**src/rtl/multicycle_controller_if.sv**
```systemverilog
// rtl/multicycle_controller_if.sv - control/status bundle between multicycle controller and datapath
// master = controller side, slave = datapath side.
interface multicycle_controller_if;
  logic [5:0] opcode;
  logic [5:0] funct;
  logic       zero;
  logic       mem_ready;
  logic       IorD;
  logic       MemWrite;
  logic       IRWrite;
  logic       RegDst;
  logic       MemToReg;
  logic       RegWrite;
  logic       ALUSrcA;
  logic [1:0] ALUSrcB;
  logic [1:0] PCSrc;
  logic       PCEn;
  logic [2:0] alucontrol;
  logic       illegal;
  logic [3:0] state;

  modport master (
    input  opcode, funct, zero, mem_ready,
    output IorD, MemWrite, IRWrite, RegDst, MemToReg, RegWrite, ALUSrcA,
           ALUSrcB, PCSrc, PCEn, alucontrol, illegal, state
  );

  modport slave (
    output opcode, funct, zero, mem_ready,
    input  IorD, MemWrite, IRWrite, RegDst, MemToReg, RegWrite, ALUSrcA,
           ALUSrcB, PCSrc, PCEn, alucontrol, illegal, state
  );
endinterface

```
**src/rtl/multicycle_controller.sv**
```systemverilog
// rtl/multicycle_controller.sv - Moore sequencing FSM for the multicycle MIPS datapath
// Outputs decode the state; FETCH enables wait on mem_ready and PCEn folds in the ALU zero flag.
module multicycle_controller (
  input  logic                    clk,
  input  logic                    reset_n,
  multicycle_controller_if.master bus
);

  typedef enum logic [3:0] {
    S_FETCH   = 4'd0,
    S_DECODE  = 4'd1,
    S_MEMADR  = 4'd2,
    S_MEMRD   = 4'd3,
    S_MEMWB   = 4'd4,
    S_MEMWR   = 4'd5,
    S_RTYPEEX = 4'd6,
    S_RTYPEWB = 4'd7,
    S_BEQEX   = 4'd8,
    S_ADDIEX  = 4'd9,
    S_ADDIWB  = 4'd10,
    S_JEX     = 4'd11
  } state_t;

  typedef enum logic [1:0] {
    ALUOP_ADD   = 2'd0,
    ALUOP_SUB   = 2'd1,
    ALUOP_FUNCT = 2'd2
  } aluop_t;

  localparam logic [5:0] OP_LW    = 6'b100011;
  localparam logic [5:0] OP_SW    = 6'b101011;
  localparam logic [5:0] OP_RTYPE = 6'b000000;
  localparam logic [5:0] OP_BEQ   = 6'b000100;
  localparam logic [5:0] OP_ADDI  = 6'b001000;
  localparam logic [5:0] OP_J     = 6'b000010;

  state_t     r_state;
  state_t     w_next;
  aluop_t     w_aluop;
  logic       w_iord, w_memwrite, w_irwrite, w_regdst, w_memtoreg, w_regwrite;
  logic       w_alusrca, w_pcwrite, w_branch, w_bad_op, w_bad_funct;
  logic [1:0] w_alusrcb, w_pcsrc;
  logic [2:0] w_aluctl;

  always_ff @(posedge clk or negedge reset_n) begin
    if (!reset_n) r_state <= S_FETCH;
    else          r_state <= w_next;
  end

  always_comb begin
    w_next     = S_FETCH;
    w_aluop    = ALUOP_ADD;
    w_iord     = 1'b0;
    w_memwrite = 1'b0;
    w_irwrite  = 1'b0;
    w_regdst   = 1'b0;
    w_memtoreg = 1'b0;
    w_regwrite = 1'b0;
    w_alusrca  = 1'b0;
    w_alusrcb  = 2'b00;
    w_pcsrc    = 2'b00;
    w_pcwrite  = 1'b0;
    w_branch   = 1'b0;
    w_bad_op   = 1'b0;
    case (r_state)
      S_FETCH: begin
        w_alusrcb = 2'b01;
        if (bus.mem_ready) begin
          w_irwrite = 1'b1;
          w_pcwrite = 1'b1;
          w_next    = S_DECODE;
        end else begin
          w_next = S_FETCH;
        end
      end
      S_DECODE: begin
        w_alusrcb = 2'b11;
        case (bus.opcode)
          OP_LW, OP_SW: w_next = S_MEMADR;
          OP_RTYPE:     w_next = S_RTYPEEX;
          OP_BEQ:       w_next = S_BEQEX;
          OP_ADDI:      w_next = S_ADDIEX;
          OP_J:         w_next = S_JEX;
          default: begin
            w_bad_op = 1'b1;
            w_next   = S_FETCH;
          end
        endcase
      end
      S_MEMADR: begin
        w_alusrca = 1'b1;
        w_alusrcb = 2'b10;
        w_next    = (bus.opcode == OP_SW) ? S_MEMWR : S_MEMRD;
      end
      S_MEMRD: begin
        w_iord = 1'b1;
        w_next = bus.mem_ready ? S_MEMWB : S_MEMRD;
      end
      S_MEMWB: begin
        w_memtoreg = 1'b1;
        w_regwrite = 1'b1;
      end
      // MemWrite stays asserted for every held cycle until memory accepts it
      S_MEMWR: begin
        w_iord     = 1'b1;
        w_memwrite = 1'b1;
        w_next     = bus.mem_ready ? S_FETCH : S_MEMWR;
      end
      S_RTYPEEX: begin
        w_alusrca = 1'b1;
        w_aluop   = ALUOP_FUNCT;
        w_next    = S_RTYPEWB;
      end
      S_RTYPEWB: begin
        w_regdst   = 1'b1;
        w_regwrite = 1'b1;
      end
      S_BEQEX: begin
        w_alusrca = 1'b1;
        w_aluop   = ALUOP_SUB;
        w_pcsrc   = 2'b01;
        w_branch  = 1'b1;
      end
      S_ADDIEX: begin
        w_alusrca = 1'b1;
        w_alusrcb = 2'b10;
        w_next    = S_ADDIWB;
      end
      S_ADDIWB: w_regwrite = 1'b1;
      S_JEX: begin
        w_pcsrc   = 2'b10;
        w_pcwrite = 1'b1;
      end
      default: w_next = S_FETCH;
    endcase
  end

  // Unknown funct falls back to add so the R-type still completes
  always_comb begin
    w_aluctl    = 3'b010;
    w_bad_funct = 1'b0;
    case (w_aluop)
      ALUOP_SUB: w_aluctl = 3'b110;
      ALUOP_FUNCT: begin
        case (bus.funct)
          6'b100000: w_aluctl = 3'b010;
          6'b100010: w_aluctl = 3'b110;
          6'b100100: w_aluctl = 3'b000;
          6'b100101: w_aluctl = 3'b001;
          6'b101010: w_aluctl = 3'b111;
          default:   w_bad_funct = 1'b1;
        endcase
      end
      default: w_aluctl = 3'b010;
    endcase
  end

  // Write enables are masked by reset so an asserted reset can never commit anything
  assign bus.IorD       = w_iord;
  assign bus.MemWrite   = w_memwrite & reset_n;
  assign bus.IRWrite    = w_irwrite & reset_n;
  assign bus.RegDst     = w_regdst;
  assign bus.MemToReg   = w_memtoreg;
  assign bus.RegWrite   = w_regwrite & reset_n;
  assign bus.ALUSrcA    = w_alusrca;
  assign bus.ALUSrcB    = w_alusrcb;
  assign bus.PCSrc      = w_pcsrc;
  assign bus.PCEn       = (w_pcwrite | (w_branch & bus.zero)) & reset_n;
  assign bus.alucontrol = w_aluctl;
  assign bus.illegal    = w_bad_op | w_bad_funct;
  assign bus.state      = r_state;

endmodule

```
**src/flat_wrapper.sv**
```systemverilog
// flat-port wrapper written by rule: the top's interface ports become plain ports
module multicycle_controller_flat 
  (clk, reset_n, bus_opcode, bus_funct, bus_zero, bus_mem_ready, bus_IorD, bus_MemWrite, bus_IRWrite, bus_RegDst, bus_MemToReg, bus_RegWrite, bus_ALUSrcA, bus_ALUSrcB, bus_PCSrc, bus_PCEn, bus_alucontrol, bus_illegal, bus_state);
  multicycle_controller_if bus_i ();
  input  logic clk;
  input  logic reset_n;
  input wire logic [$bits(bus_i.opcode)-1:0] bus_opcode;
  input wire logic [$bits(bus_i.funct)-1:0] bus_funct;
  input wire logic [$bits(bus_i.zero)-1:0] bus_zero;
  input wire logic [$bits(bus_i.mem_ready)-1:0] bus_mem_ready;
  output wire logic [$bits(bus_i.IorD)-1:0] bus_IorD;
  output wire logic [$bits(bus_i.MemWrite)-1:0] bus_MemWrite;
  output wire logic [$bits(bus_i.IRWrite)-1:0] bus_IRWrite;
  output wire logic [$bits(bus_i.RegDst)-1:0] bus_RegDst;
  output wire logic [$bits(bus_i.MemToReg)-1:0] bus_MemToReg;
  output wire logic [$bits(bus_i.RegWrite)-1:0] bus_RegWrite;
  output wire logic [$bits(bus_i.ALUSrcA)-1:0] bus_ALUSrcA;
  output wire logic [$bits(bus_i.ALUSrcB)-1:0] bus_ALUSrcB;
  output wire logic [$bits(bus_i.PCSrc)-1:0] bus_PCSrc;
  output wire logic [$bits(bus_i.PCEn)-1:0] bus_PCEn;
  output wire logic [$bits(bus_i.alucontrol)-1:0] bus_alucontrol;
  output wire logic [$bits(bus_i.illegal)-1:0] bus_illegal;
  output wire logic [$bits(bus_i.state)-1:0] bus_state;
  assign bus_i.opcode = bus_opcode;
  assign bus_i.funct = bus_funct;
  assign bus_i.zero = bus_zero;
  assign bus_i.mem_ready = bus_mem_ready;
  assign bus_IorD = bus_i.IorD;
  assign bus_MemWrite = bus_i.MemWrite;
  assign bus_IRWrite = bus_i.IRWrite;
  assign bus_RegDst = bus_i.RegDst;
  assign bus_MemToReg = bus_i.MemToReg;
  assign bus_RegWrite = bus_i.RegWrite;
  assign bus_ALUSrcA = bus_i.ALUSrcA;
  assign bus_ALUSrcB = bus_i.ALUSrcB;
  assign bus_PCSrc = bus_i.PCSrc;
  assign bus_PCEn = bus_i.PCEn;
  assign bus_alucontrol = bus_i.alucontrol;
  assign bus_illegal = bus_i.illegal;
  assign bus_state = bus_i.state;
  multicycle_controller u_core (.clk(clk), .reset_n(reset_n), .bus(bus_i));
endmodule
```
**config.mk**
```make
export PLATFORM = sky130hd
export DESIGN_NAME = multicycle_controller_flat
export DESIGN_NICKNAME = d
export VERILOG_FILES = /design/src/rtl/multicycle_controller_if.sv /design/src/rtl/multicycle_controller.sv /design/src/flat_wrapper.sv
export SDC_FILE = /design/constraint.sdc
export NUM_CORES = 1
export LEC_CHECK = 0
export ABC_AREA = 0
export CAP_MARGIN = 20
export CORE_MARGIN = 2
export CORE_UTILIZATION = 50
export CTS_BUF_LIST = sky130_fd_sc_hd__clkbuf_4
export DETAILED_ROUTE_END_ITERATION = 12
export DONT_BUFFER_PORTS = 1
export SLEW_MARGIN = 5
export SYNTH_ARGS = -nofsm -noshare
export SYNTH_HDL_FRONTEND = slang
export SYNTH_SLANG_ARGS = --single-unit
export TNS_END_PERCENT = 5
```
**constraint.sdc**
```tcl
create_clock -name clk -period 1.9 [get_ports clk]
set_input_delay 0.19 -clock clk [delete_from_list [all_inputs] [get_ports clk]]
set_output_delay 0.19 -clock clk [all_outputs]
set_load 0.03 [all_outputs]
```
==> metrics.cfg <==
[timing]
holdWs_ns = 0.0516
period_share = 0.996
fmax_mhz = 529
rsz0062_at_grt = yes
timing.clock.skew_ns = 0.00717
worstMarginPinSlew_ns = 0.647
hold_viol_final = 0
final_report_max_slew_violation_count = 0
layout_min_cycle_time_ns = 1.89
setup_viol = 0
slew-limit-headroom = 0.568

[floorplanning]
die-width_um = 41.9
coreArea_sq_um = 1320
io-pin-count = 36
floorplan.die_area_sq_um = 1760
floorplan.die.height_um = 41.9
floorplan.initialDensity = 0.546
row_count = 13

[pwr]
ir_worst_vdd_v = 0.000882
power.density_cell_area_nw_per_um2 = 1270
totalPowerFinal_mw = 1.27
leakagePower_nw = 0.439

[global_route]
global_route.overflow_total = 0
first_global_vias = 730
maximum_number_of_pins_on_one_net_before_global_route_repair = 18
antenna_violations_before_repair = 0
groute.usage.overall = 0.242
grt_pass1_wl_um = 3220

[logic_synthesis]
post_synth.cell_area_avg_sq_um = 7.91
synthFlopType = dfrtp_1
post_synth_num_cell_types = 41
synth.yosys.warnings = 0
postSynthRegisterBits = 4
synth.area.mux_share = 0.0417
postSynth.asyncResetShare = 1.00
synthSimpleGateAreaFrac = 0.437
postSynthCellCount = 91
synth-compound-area-share = 0.188
post_synth_instance_area_sq_um = 719
largest_family_of_logic_cells_by_synthesized_area = simple AND/OR/NAND/NOR gates
synth.net_count = 110
synth-adder-area-share = 0.0661
synthXorXnorAreaFrac = 0.0243
ys_seq_area_frac = 0.139
post_synth_edffs = 0

[place]
place.detailed.hpwl_um = 1410
detailed_place.area_sq_um = 866
io_buffers = 0
numPlacedInstances = 122
place.gp.congestion = 0.771

[clocking]
clkTransAtPathRegs_ns = 0.05
cts.path.max_buffers = 2
cts.htree.levels = 1
tritoncts = done
clock_tree.root_cell = clkbuf_4
cts-buffers-inserted = 3
cts_num_sinks = 4
worst_skew_pair.late_latency_ns = 0.26

[setup_path]
critPathLaunch = u_core.bus.state[0]
largest_fanout_on_the_critical_path = 11
critical_setup_path_kind = flop to output pin
critical_path_arrival_ns = 1.70
rr_startpoint = u_core.bus.state[0]
crit_path_end_kind = output pin
type_of_origin_of_the_critical_path = flop
crit_required_ns = 1.71

[cells_and_area]
largest_register_ffs = 4
final_net_count = 138
post-route-cell-area_sq_um = 1000
synthToLayoutAreaGrowth_pct = 39.0
num_antenna_cells = 0
post-route-util = 0.759
drive_gt1_frac = 0.427
finalNonFillerCells = 132

[min_path]
min-delay-path-class = input pin to flop
hold_start = bus_opcode[4]

[outcome]
outcome = complete, no violations

[route]
vias = 819
drtPass1Iterations = 4
drt_drc_violations_left = 0
number_of_drc_violations_after_detailed_routing_iteration_0 = 24
routed_wl_um = 2160
vias_per_cell = 6.20
ant_nets = 0
wl_per_cell_um = 16.3

[run]
cap_violations = 0

-- kinds of logic after synthesis --
group,Yosys count
buffers and inverters,11
XOR/XNOR,2
flip-flops,4
AND/OR/NAND/NOR,49
adder cells (fa/ha/maj),4
multiplexers,3
AO/OA/AOI/OAI,18
-- per-layer routing --
layer / GRT usage / vias to the layer above / part of all wire
li1: - / 389 / -
met1: 0.291 / 388 / 0.43
met2: 0.391 / 37 / 0.48
met3: 0.0522 / 5 / 0.069
met4: 0.142 / 0 / 0.021
met5: 0 / - / 0
-- cells in the final DEF, fill, tap and decap left out, types with 4 or more instances in the layout --
| master | count |
|---|---|
| inv_1 | 5 |
| buf_4 | 24 |
| a21oi_1 | 4 |
| nand2b_1 | 4 |
| nor3_1 | 5 |
| nor2_1 | 6 |
| nand2_1 | 5 |
-- final cells by class --
type,count,area [sq um]
clock buffers,3,22.5
repair buffers,28,236
multi-input cells,76,597
fillers,100,318
inverters,6,22.5
flip-flops and latches,4,103
well taps,15,18.8
-- where the power goes --
group | switching (mW) | total, mW | internal (mW)
clock network | 0.0518 | 0.124 | 0.0718
logic | 0.569 | 0.986 | 0.417
registers | 0.0417 | 0.158 | 0.116
total | 0.663 | 1.27 | 0.605
-- worst max-delay path, cell delays in order (launching register included) --
cell and delay (ns):
dfrtp_2 0.44, buf_8 0.17, nand2b_1 0.17, nor3_2 0.29, o21bai_1 0.38
-- cell usage after synthesis, types with 2 or more instances --
master	n	area [sq um]
nand2_1	7	26.3
nor2_1	7	26.3
inv_1	6	22.5
nor2b_1	6	37.5
nor3_1	5	25.0
a21oi_1	4	20.0
buf_6	4	45.0
dfrtp_1	4	100
nand2b_1	4	25.0
ha_1	3	37.5
mux2i_1	3	30.0
nand3_1	3	15.0
nand3b_1	3	22.5
and3_1	2	12.5
nor4_1	2	12.5
o32ai_1	2	17.5
xor2_1	2	17.5
-- worst paths after layout --
kind | cells after the start | slack (ns) | endpoint
max | 4 | 0.008 | bus_ALUSrcB[1]
min | 1 | 0.05 | u_core.bus.state[2]
max reg2reg | 5 | 0.31 | u_core.bus.state[2]
min reg2reg | 2 | 0.62 | u_core.bus.state[2]
max in group asynchronous | 1 | 1.49 | u_core.bus.state[0]
min in group asynchronous | 1 | 0.21 | u_core.bus.state[3]
-- metrics by stage --
stage,worst slack (ns),setup TNS [ns]
after floorplan,-0.166,-0.400
after global placement,0.205,0
after detailed placement,0.157,0
after CTS,0.000562,0
after global routing,-0.0393,-0.132
final,0.00817,0
-- timing repair --
item	in CTS	in global routing
endpoints found under the hold margin	4	0
resized for setup	3	13
buffers inserted	3	3
setup endpoints to repair	4	8
pin swaps	2	3
hold buffers	1	0
No activity file was read; power rests on OpenSTA's default activity.
